**src/rtl/jtframe_pll_phase_ctrl.sv**
```systemverilog
// Run-time phase-shift sequencer for the SDRAM clock of the system PLL.
// Steps the altpll dynamic-phase port until a signed target position is reached.
module jtframe_pll_phase_ctrl #(
    parameter logic [3:0] CNTSEL    = 4'b0011,
    parameter int         POSW      = 8,
    parameter int         STEP_HOLD = 2,
    parameter int         TIMEOUT   = 255,
    parameter int         SETTLE    = 16
) (
    input  logic                   clk,
    input  logic                   rst,
    input  logic                   pll_locked,
    input  logic                   pll_phasedone,
    input  logic                   go,
    input  logic signed [POSW-1:0] target,
    output logic                   phasestep,
    output logic                   phaseupdown,
    output logic [3:0]             phasecounterselect,
    output logic signed [POSW-1:0] pos,
    output logic                   busy,
    output logic                   done,
    output logic                   err
);

    localparam int CMAX_A = (TIMEOUT > SETTLE) ? TIMEOUT : SETTLE;
    localparam int CMAX   = (CMAX_A > STEP_HOLD) ? CMAX_A : STEP_HOLD;
    localparam int CW     = $clog2(CMAX + 1);

    localparam logic [CW-1:0] HOLD_END = CW'(STEP_HOLD - 1);
    localparam logic [CW-1:0] TO_END   = CW'(TIMEOUT);
    localparam logic [CW-1:0] SET_END  = CW'(SETTLE - 1);
    localparam logic [CW-1:0] CNT_ONE  = CW'(1);
    localparam logic signed [POSW-1:0] POS_ONE = POSW'(1);

    typedef enum logic [2:0] {
        S_WAIT_LOCK,
        S_IDLE,
        S_STEP,
        S_WAIT_LOW,
        S_WAIT_HIGH,
        S_SETTLE
    } state_t;

    state_t                 state;
    logic [CW-1:0]          cnt;
    logic signed [POSW-1:0] tgt;
    logic signed [POSW-1:0] pos_nxt;
    logic                   lk_meta, lk;
    logic                   pd_meta, pd;

    always_ff @(posedge clk or posedge rst) begin
        if (rst) begin
            lk_meta <= 1'b0;
            lk      <= 1'b0;
            pd_meta <= 1'b0;
            pd      <= 1'b0;
        end else begin
            lk_meta <= pll_locked;
            lk      <= lk_meta;
            pd_meta <= pll_phasedone;
            pd      <= pd_meta;
        end
    end

    always_comb begin
        pos_nxt = phaseupdown ? pos + POS_ONE : pos - POS_ONE;
    end

    assign phasecounterselect = busy ? CNTSEL : 4'b0000;

    always_ff @(posedge clk or posedge rst) begin
        if (rst) begin
            state       <= S_WAIT_LOCK;
            cnt         <= '0;
            tgt         <= '0;
            pos         <= '0;
            phasestep   <= 1'b0;
            phaseupdown <= 1'b0;
            busy        <= 1'b0;
            done        <= 1'b0;
            err         <= 1'b0;
        end else begin
            done <= 1'b0;
            if (state != S_WAIT_LOCK && !lk) begin
                // the PLL relocks at its compiled phase, so the offset is lost
                state     <= S_WAIT_LOCK;
                phasestep <= 1'b0;
                pos       <= '0;
                err       <= 1'b1;
                busy      <= 1'b1;
                cnt       <= '0;
            end else begin
                unique case (state)
                    S_WAIT_LOCK: begin
                        if (lk) begin
                            state <= S_IDLE;
                            busy  <= 1'b0;
                        end
                    end
                    S_IDLE: begin
                        if (go) begin
                            tgt  <= target;
                            err  <= 1'b0;
                            busy <= 1'b1;
                            cnt  <= '0;
                            if (target == pos) begin
                                state <= S_SETTLE;
                            end else begin
                                state       <= S_STEP;
                                phasestep   <= 1'b1;
                                phaseupdown <= (target > pos);
                            end
                        end
                    end
                    S_STEP: begin
                        if (cnt == HOLD_END) begin
                            phasestep <= 1'b0;
                            cnt       <= '0;
                            state     <= S_WAIT_LOW;
                        end else begin
                            cnt <= cnt + CNT_ONE;
                        end
                    end
                    S_WAIT_LOW: begin
                        if (!pd) begin
                            cnt   <= '0;
                            state <= S_WAIT_HIGH;
                        end else if (cnt == TO_END) begin
                            err   <= 1'b1;
                            busy  <= 1'b0;
                            state <= S_IDLE;
                        end else begin
                            cnt <= cnt + CNT_ONE;
                        end
                    end
                    S_WAIT_HIGH: begin
                        if (pd) begin
                            pos <= pos_nxt;
                            cnt <= '0;
                            if (pos_nxt == tgt) begin
                                state <= S_SETTLE;
                            end else begin
                                state     <= S_STEP;
                                phasestep <= 1'b1;
                            end
                        end else if (cnt == TO_END) begin
                            err   <= 1'b1;
                            busy  <= 1'b0;
                            state <= S_IDLE;
                        end else begin
                            cnt <= cnt + CNT_ONE;
                        end
                    end
                    S_SETTLE: begin
                        if (cnt == SET_END) begin
                            done  <= 1'b1;
                            busy  <= 1'b0;
                            state <= S_IDLE;
                        end else begin
                            cnt <= cnt + CNT_ONE;
                        end
                    end
                    default: state <= S_WAIT_LOCK;
                endcase
            end
        end
    end

endmodule

```
**config.mk**
```make
export PLATFORM = sky130hd
export DESIGN_NAME = jtframe_pll_phase_ctrl
export DESIGN_NICKNAME = d
export VERILOG_FILES = /design/src/rtl/jtframe_pll_phase_ctrl.sv
export SDC_FILE = /design/constraint.sdc
export NUM_CORES = 1
export LEC_CHECK = 0
export ABC_AREA = 1
export CAP_MARGIN = 0
export CELL_PAD_IN_SITES_DETAIL_PLACEMENT = 0
export CELL_PAD_IN_SITES_GLOBAL_PLACEMENT = 2
export CORE_MARGIN = 5
export CORE_UTILIZATION = 32
export CTS_CLUSTER_DIAMETER = 100
export DETAILED_ROUTE_END_ITERATION = 8
export PLACE_DENSITY_LB_ADDON = 0.3
export SLEW_MARGIN = 20
export SYNTH_ARGS = -nofsm -noshare
export SYNTH_HDL_FRONTEND = slang
export SYNTH_SLANG_ARGS = --single-unit
```
**constraint.sdc**
```tcl
create_clock -name clk -period 2.35 [get_ports clk]
set_clock_uncertainty 0.1 [all_clocks]
set_input_delay 0.47 -clock clk [delete_from_list [all_inputs] [get_ports clk]]
set_output_delay 0.47 -clock clk [all_outputs]
set_load 0.01 [all_outputs]
```
# Yosys cells after proc, flatten, opt, wreduce, memory -nomap -nowiden
# Cells that the tools add are included.
# Widths: inputs -> output; s select.
[word_totals]
register_bits = 36
out_inout_bits = 17
[classes]
addsub = 3
order_cmp = 1
eq_ne = 20
muxes = 48
bitwise = 2
n_reduce_logical = 18
[op_table]
columns = ["operator", "n"]
rows = [
  ["$mux 8", 11],
  ["$pmux 8 s5", 1],
  ["$mux 3", 10],
  ["$ne 3x3->1 const B", 10],
  ["$mux 1", 21],
  ["$pmux 3 s6", 1],
  ["$eq 8x8->1", 2],
  ["$reduce_and 4->1", 3],
  ["$reduce_and 6->1", 2],
  ["$reduce_bool 6->1", 2],
  ["$add 8x1->8 const B", 1],
  ["$add 8x2->8 const B", 1],
  ["$eq 8x1->1 const B", 1],
  ["$eq 8x4->1 const B", 1],
  ["$eq 8x8->1 const B", 1],
  ["$gt 8x8->1", 1],
  ["$reduce_bool 4->1", 2],
  ["$sub 8x2->8 const B", 1],
  ["$eq 3x2->1 const B", 2],
  ["$eq 3x3->1 const B", 2],
  ["$pmux 1 s3", 2],
  ["$reduce_and 3->1", 2],
  ["$pmux 1 s5", 1],
  ["$reduce_bool 2->1", 2],
  ["8 further kinds", 9],
]

# Depth between registers and ports, before layout
[logic_depth]
ltp_word = 7
depth_mapped = 17
depth_no_buf = 17

# Worst setup path before layout
# OpenSTA, ideal clock, no wires.
[synth_timing]
kind = "register to register"
start = "register pos[0]"
end = "register phasestep"
setup_time_ps = 117
t_arrival_ps = 1884
required_ps = 2133
slack_ps = 250
path_stages_with_launch = 15
period_less_slack_ps = 2100
path_cell_list = "dfrtp_1 -> inv_1 -> fa_1 -> inv_1 -> nand2_1 -> nand2_1 -> nand3_1 -> nand2_1 -> nand2_1 -> nand3_1 -> nand2_1 -> nor2_1 -> nand3_1 -> nand3_1 -> nand2_1"
[synth_via]
elab_chain_cells = 5
elab_cells_between_ends = 8
[synth_lines]
columns = ["element", "line", "rtl"]
rows = [
  ["start: declaration", "19", "output logic signed [POSW-1:0] pos,"],
  ["start signal: assignment", "138", "pos <= pos_nxt;"],
  ["$sub 8x2->8 or $add 8x2->8 (tied branches)", "66", "pos_nxt = phaseupdown ? pos + POS_ONE : pos - POS_ONE;"],
  ["$mux 8", "66", ""],
  ["$eq 8x8->1", "140", "if (pos_nxt == tgt) begin"],
  ["$ne 3x3->1 (no source line)", "-", ""],
  ["$reduce_and 6->1 (no source line) *", "-", ""],
  ["end signal: assignment", "77", "phasestep <= 1'b0;"],
  ["end signal: assignment", "87", "phasestep <= 1'b0;"],
  ["end signal: assignment", "144", "phasestep <= 1'b1;"],
  ["end: declaration", "16", "output logic phasestep,"],
]
# Every way passes the cells marked *; elsewhere a longest branch is shown, timed or not.
# A chain may end at the register's enable or synchronous reset.

# Final worst setup path
[layout_timing]
start = "register pos[1]"
end = "register state[1]"
[layout_via]
elab_chain_cells = 7
elab_cells_between_ends = 11
[layout_lines]
columns = ["element", "line", "rtl"]
rows = [
  ["$sub 8x2->8 or $add 8x2->8 (tied branches)", "66", ""],
  ["$mux 8", "66", ""],
  ["$eq 8x8->1", "140", ""],
  ["$mux 3", "140", ""],
  ["$mux 3", "137", "if (pd) begin"],
  ["$pmux 3 s6 *", "93", "unique case (state)"],
  ["$mux 3 *", "84", "if (state != S_WAIT_LOCK && !lk) begin"],
  ["end signal: assignment", "86", "state <= S_WAIT_LOCK;"],
  ["end signal: assignment", "96", "state <= S_IDLE;"],
  ["end signal: assignment", "141", "state <= S_SETTLE;"],
  ["end: declaration", "44", "state_t state;"],
]
# Every way passes the cells marked *; elsewhere a longest branch is shown, timed or not. The select of a mux whose other input is x is not followed.

==> summary.md <==
| Metric | Value |
|---|---|
| Drt wl/cell | `about 14 µm` |
| Fmax | `0.4635 GHz` |
| First-pass DRT Iterations | `4` |
| Fraction of layout cells with a size suffix above 1 | `0.1565` |
| CTS root buf | `clkbuf_8` |
| Final Wtd Congestion | `around 0.8` |
| CP endpoint kind | `flip-flop` |
| Pin count of the biggest net entering global routing | `37` |
| Hold Fails Final Rpt | `0` |
| Routed via count | `~2600` |
| Final period util | `0.9181` |
| Critical path type | `flip-flop to flip-flop` |
| Register clock-pin slew on the reported worst setup and hold paths | `~90 ps` |
| Clock buffers created by TritonCTS | `5` |
| Ports | `30` |
| Sequential cell area | `902.1 µm²` |
| Core area | `slightly above 8000 µm²` |
| Clk Latency, worst-skew pair | `300 ps` |
| Die Ht | `101.8 µm` |
| Final Slew Violations | `0` |
| Residual DRC count | `0` |
| HP Class | `flip-flop to flip-flop` |
| Fraction of registers with async set/reset | `1.000` |
| Layout Cells excl Fill | `~530` |
| Max Fanout on Critical Path | `2` |
| VDD IR max | `between 0.3 and 0.4 mV` |
| Most frequent cell after synthesis | `nand2_1` |
| # H-tree levels | `2` |
| Antenna Nets Post-Route | `0` |
| First-pass GRT wire length | `around 13000 µm` |
| Die width | `101.8 µm` |
| Post-layout total power | `between 4000 and 5000 µW` |
| Reg2reg setup slack | `around 190 ps` |
| Avg Inst Size Synth | `7.010 µm²` |
| Cells after Synth | `~390` |
| Area fraction of the dominant cell type after synthesis | `0.3338` |
| Initial antenna violation count | `0` |
| Starting DRT DRC Count | `82` |
| Area growth syn-to-layout | `24.90%` |
| CTS sink cnt | `36` |
| Setup tns final | `0 ps` |
| Fin crit period | `2157 ps` |
| Netlist cell types | `40` |
| EDFF count, synth | `0` |
| P_leak | `0.001708 µW` |
| Outcome | `complete, no violations` |
| # setup viols final | `0` |
| Yosys warns | `0` |
| Data required, critical path | `2440 ps` |
| Max_cap viols | `0` |
| Synth area leader | `dfrtp_1` |
| Dpl cells | `525` |
| RSZ-0062 raised after global routing | `false` |
| Arrival time worst endpoint | `roughly 2300 ps` |
| Final Instance Area | `between 3000 and 4000 µm²` |
| Power per cell area | `around 1500 nW/µm²` |
| Area of the multi-input gates | `~1600 µm²` |
| Routed vias/inst | `4.901` |
| Fillers | `870` |
| Clock Path Buffers | `2` |
| Yosys reg bits | `36` |
| Post-synth top cells | `nand2_1, inv_1, nand3_1` |
| Mapped cell area | `approximately 2700 µm²` |
| HPWL after DPL | `5992 µm` |
| Die ar. | `10370 µm²` |
| Vias in the first global route | `2610` |
| # Post-CTS Setup Buffers | `0` |
| Nets | `around 460` |
| Sequential area share after synthesis | `0.3338` |
| Critical path launch point type | `flip-flop` |
| Placed instance area | `about 3200 µm²` |
| Tot GR Track Use | `0.1548` |
| Final wirelength | `~7500 µm` |
| Initial core utilization | `0.3285` |
| Synth area leaders | `dfrtp_1, nand2_1, nand3_1, ha_1, inv_1` |
| Main flop type after synthesis | `dfrtp_1` |
| N_diodes | `0` |
| CTS tree | `built` |
| Remaining Overflow, GRT | `0` |
| Port bufs | `27` |
| # rows | `33` |
-- where the power goes --
group          switching (µW)  internal (µW)  total, µW
clock network             250            531        781
logic                    1880           1280       3160
registers                 183            819       1000
total                    2310           2630       4950
-- kinds of logic after synthesis --
group	share of synthesized area
simple gates	0.3426
buf+inv	0.1089
compound gates	0.1085
flops	0.3338
fa+ha+maj	0.09087
xor+xnor	0.009738
other cells	0.001389
mux	0.004172
-- placed cells by master (no fill, tap or decap), types with 2 or more instances in the layout --
| master | instances |
|---|---|
| nand2_1 | 100 |
| inv_1 | 53 |
| nand3_1 | 45 |
| dfrtp_1 | 35 |
| clkdlybuf4s50_1 | 27 |
| nor2_1 | 23 |
| o21ai_0 | 16 |
| ha_1 | 16 |
| buf_4 | 12 |
| a21oi_1 | 11 |
| inv_2 | 10 |
| nor2_2 | 10 |
| nand2_2 | 7 |
| clkbuf_8 | 5 |
| inv_4 | 4 |
| o21ai_1 | 4 |
| nand4_1 | 4 |
| nand3_2 | 4 |
| o22ai_1 | 4 |
| nor3_1 | 3 |
| nand3b_1 | 3 |
| bufinv_16 | 3 |
| a21oi_2 | 2 |
| xor2_1 | 2 |
| o31ai_1 | 2 |
| a31oi_1 | 2 |
| a22oi_1 | 2 |
| conb_1 | 2 |
-- metrics by stage --
| step | hold WS (ps) | utilization | worst slack, ps |
|---|---|---|---|
| 6_report | 273.4 | 0.4102 | 192.5 |
| 5_1_grt | 280.7 | 0.4102 | 3.284 |
| 4_1_cts | 277.0 | 0.4038 | 52.17 |
| 3_5_place_dp | 257.1 | 0.3845 | 12.79 |
| 3_3_place_gp | 270.5 | 0.3845 | 18.58 |
| 2_1_floorplan | 231.2 | - | 249.8 |
-- registers in the layout (all words and copies together), names as in the netlist --
signal,cells
cnt,8
pd_meta,1
pos,8
tgt,8
pd,1
busy,1
done,1
phasestep,1
lk,1
phaseupdown,1
err,1
lk_meta,1
state,3
-- critical path: stages, from the launching register on --
cell     delay, ps
dfrtp_1        370
inv_2           60
fa_2           590
xor2_1         150
nand2_1         80
nor2_2         120
nand2_1         60
inv_1           40
nand2_1         90
nor2_1         120
nand2_1         60
nand2_1         60
nand2_1         60
nand2_1         60
nand2_1         40
-- cell type report --
| cell class | count | share of cell area |
|---|---|---|
| Clock buffer | 5 | 0.02042 |
| Clock inverter | 3 | 0.02673 |
| Inverter | 67 | 0.07758 |
| Multi-Input combinational cell | 278 | 0.4618 |
| Sequential cell | 36 | 0.2676 |
| Tap cell | 105 | 0.03898 |
| Timing Repair Buffer | 39 | 0.1069 |
-- metal layers --
layer / routed length, µm / up-vias / GRT usage
li1: - / 1325 / -
met1: 3753 / 1230 / 0.2203
met2: 3356 / 49 / 0.2404
met3: 263 / 8 / 0.02935
met4: 100 / 0 / 0.04440
met5: 0 / - / 0
-- repair_timing --
| item | CTS | global route |
|---|---|---|
| hold buffers | 0 | 0 |
| endpoints found under the setup margin | 0 | 4 |
| resized for setup | 0 | 18 |
-- path summary, 6_finish.rpt --
kind	start	end	depth (start not counted)
max reg2reg	pos[1]$_DFFE_PP0P_	state[1]$_DFFE_PP0P_	14
min	lk_meta$_DFF_PP0_	lk$_DFF_PP0_	0
max in group asynchronous	rst	phaseupdown$_DFFE_PP0P_	3
max	pos[1]$_DFFE_PP0P_	state[1]$_DFFE_PP0P_	14
min reg2reg	lk_meta$_DFF_PP0_	lk$_DFF_PP0_	0
min in group asynchronous	rst	tgt[2]$_DFFE_PP0P_	3
Note: power is estimated with default switching activity, not from simulation.
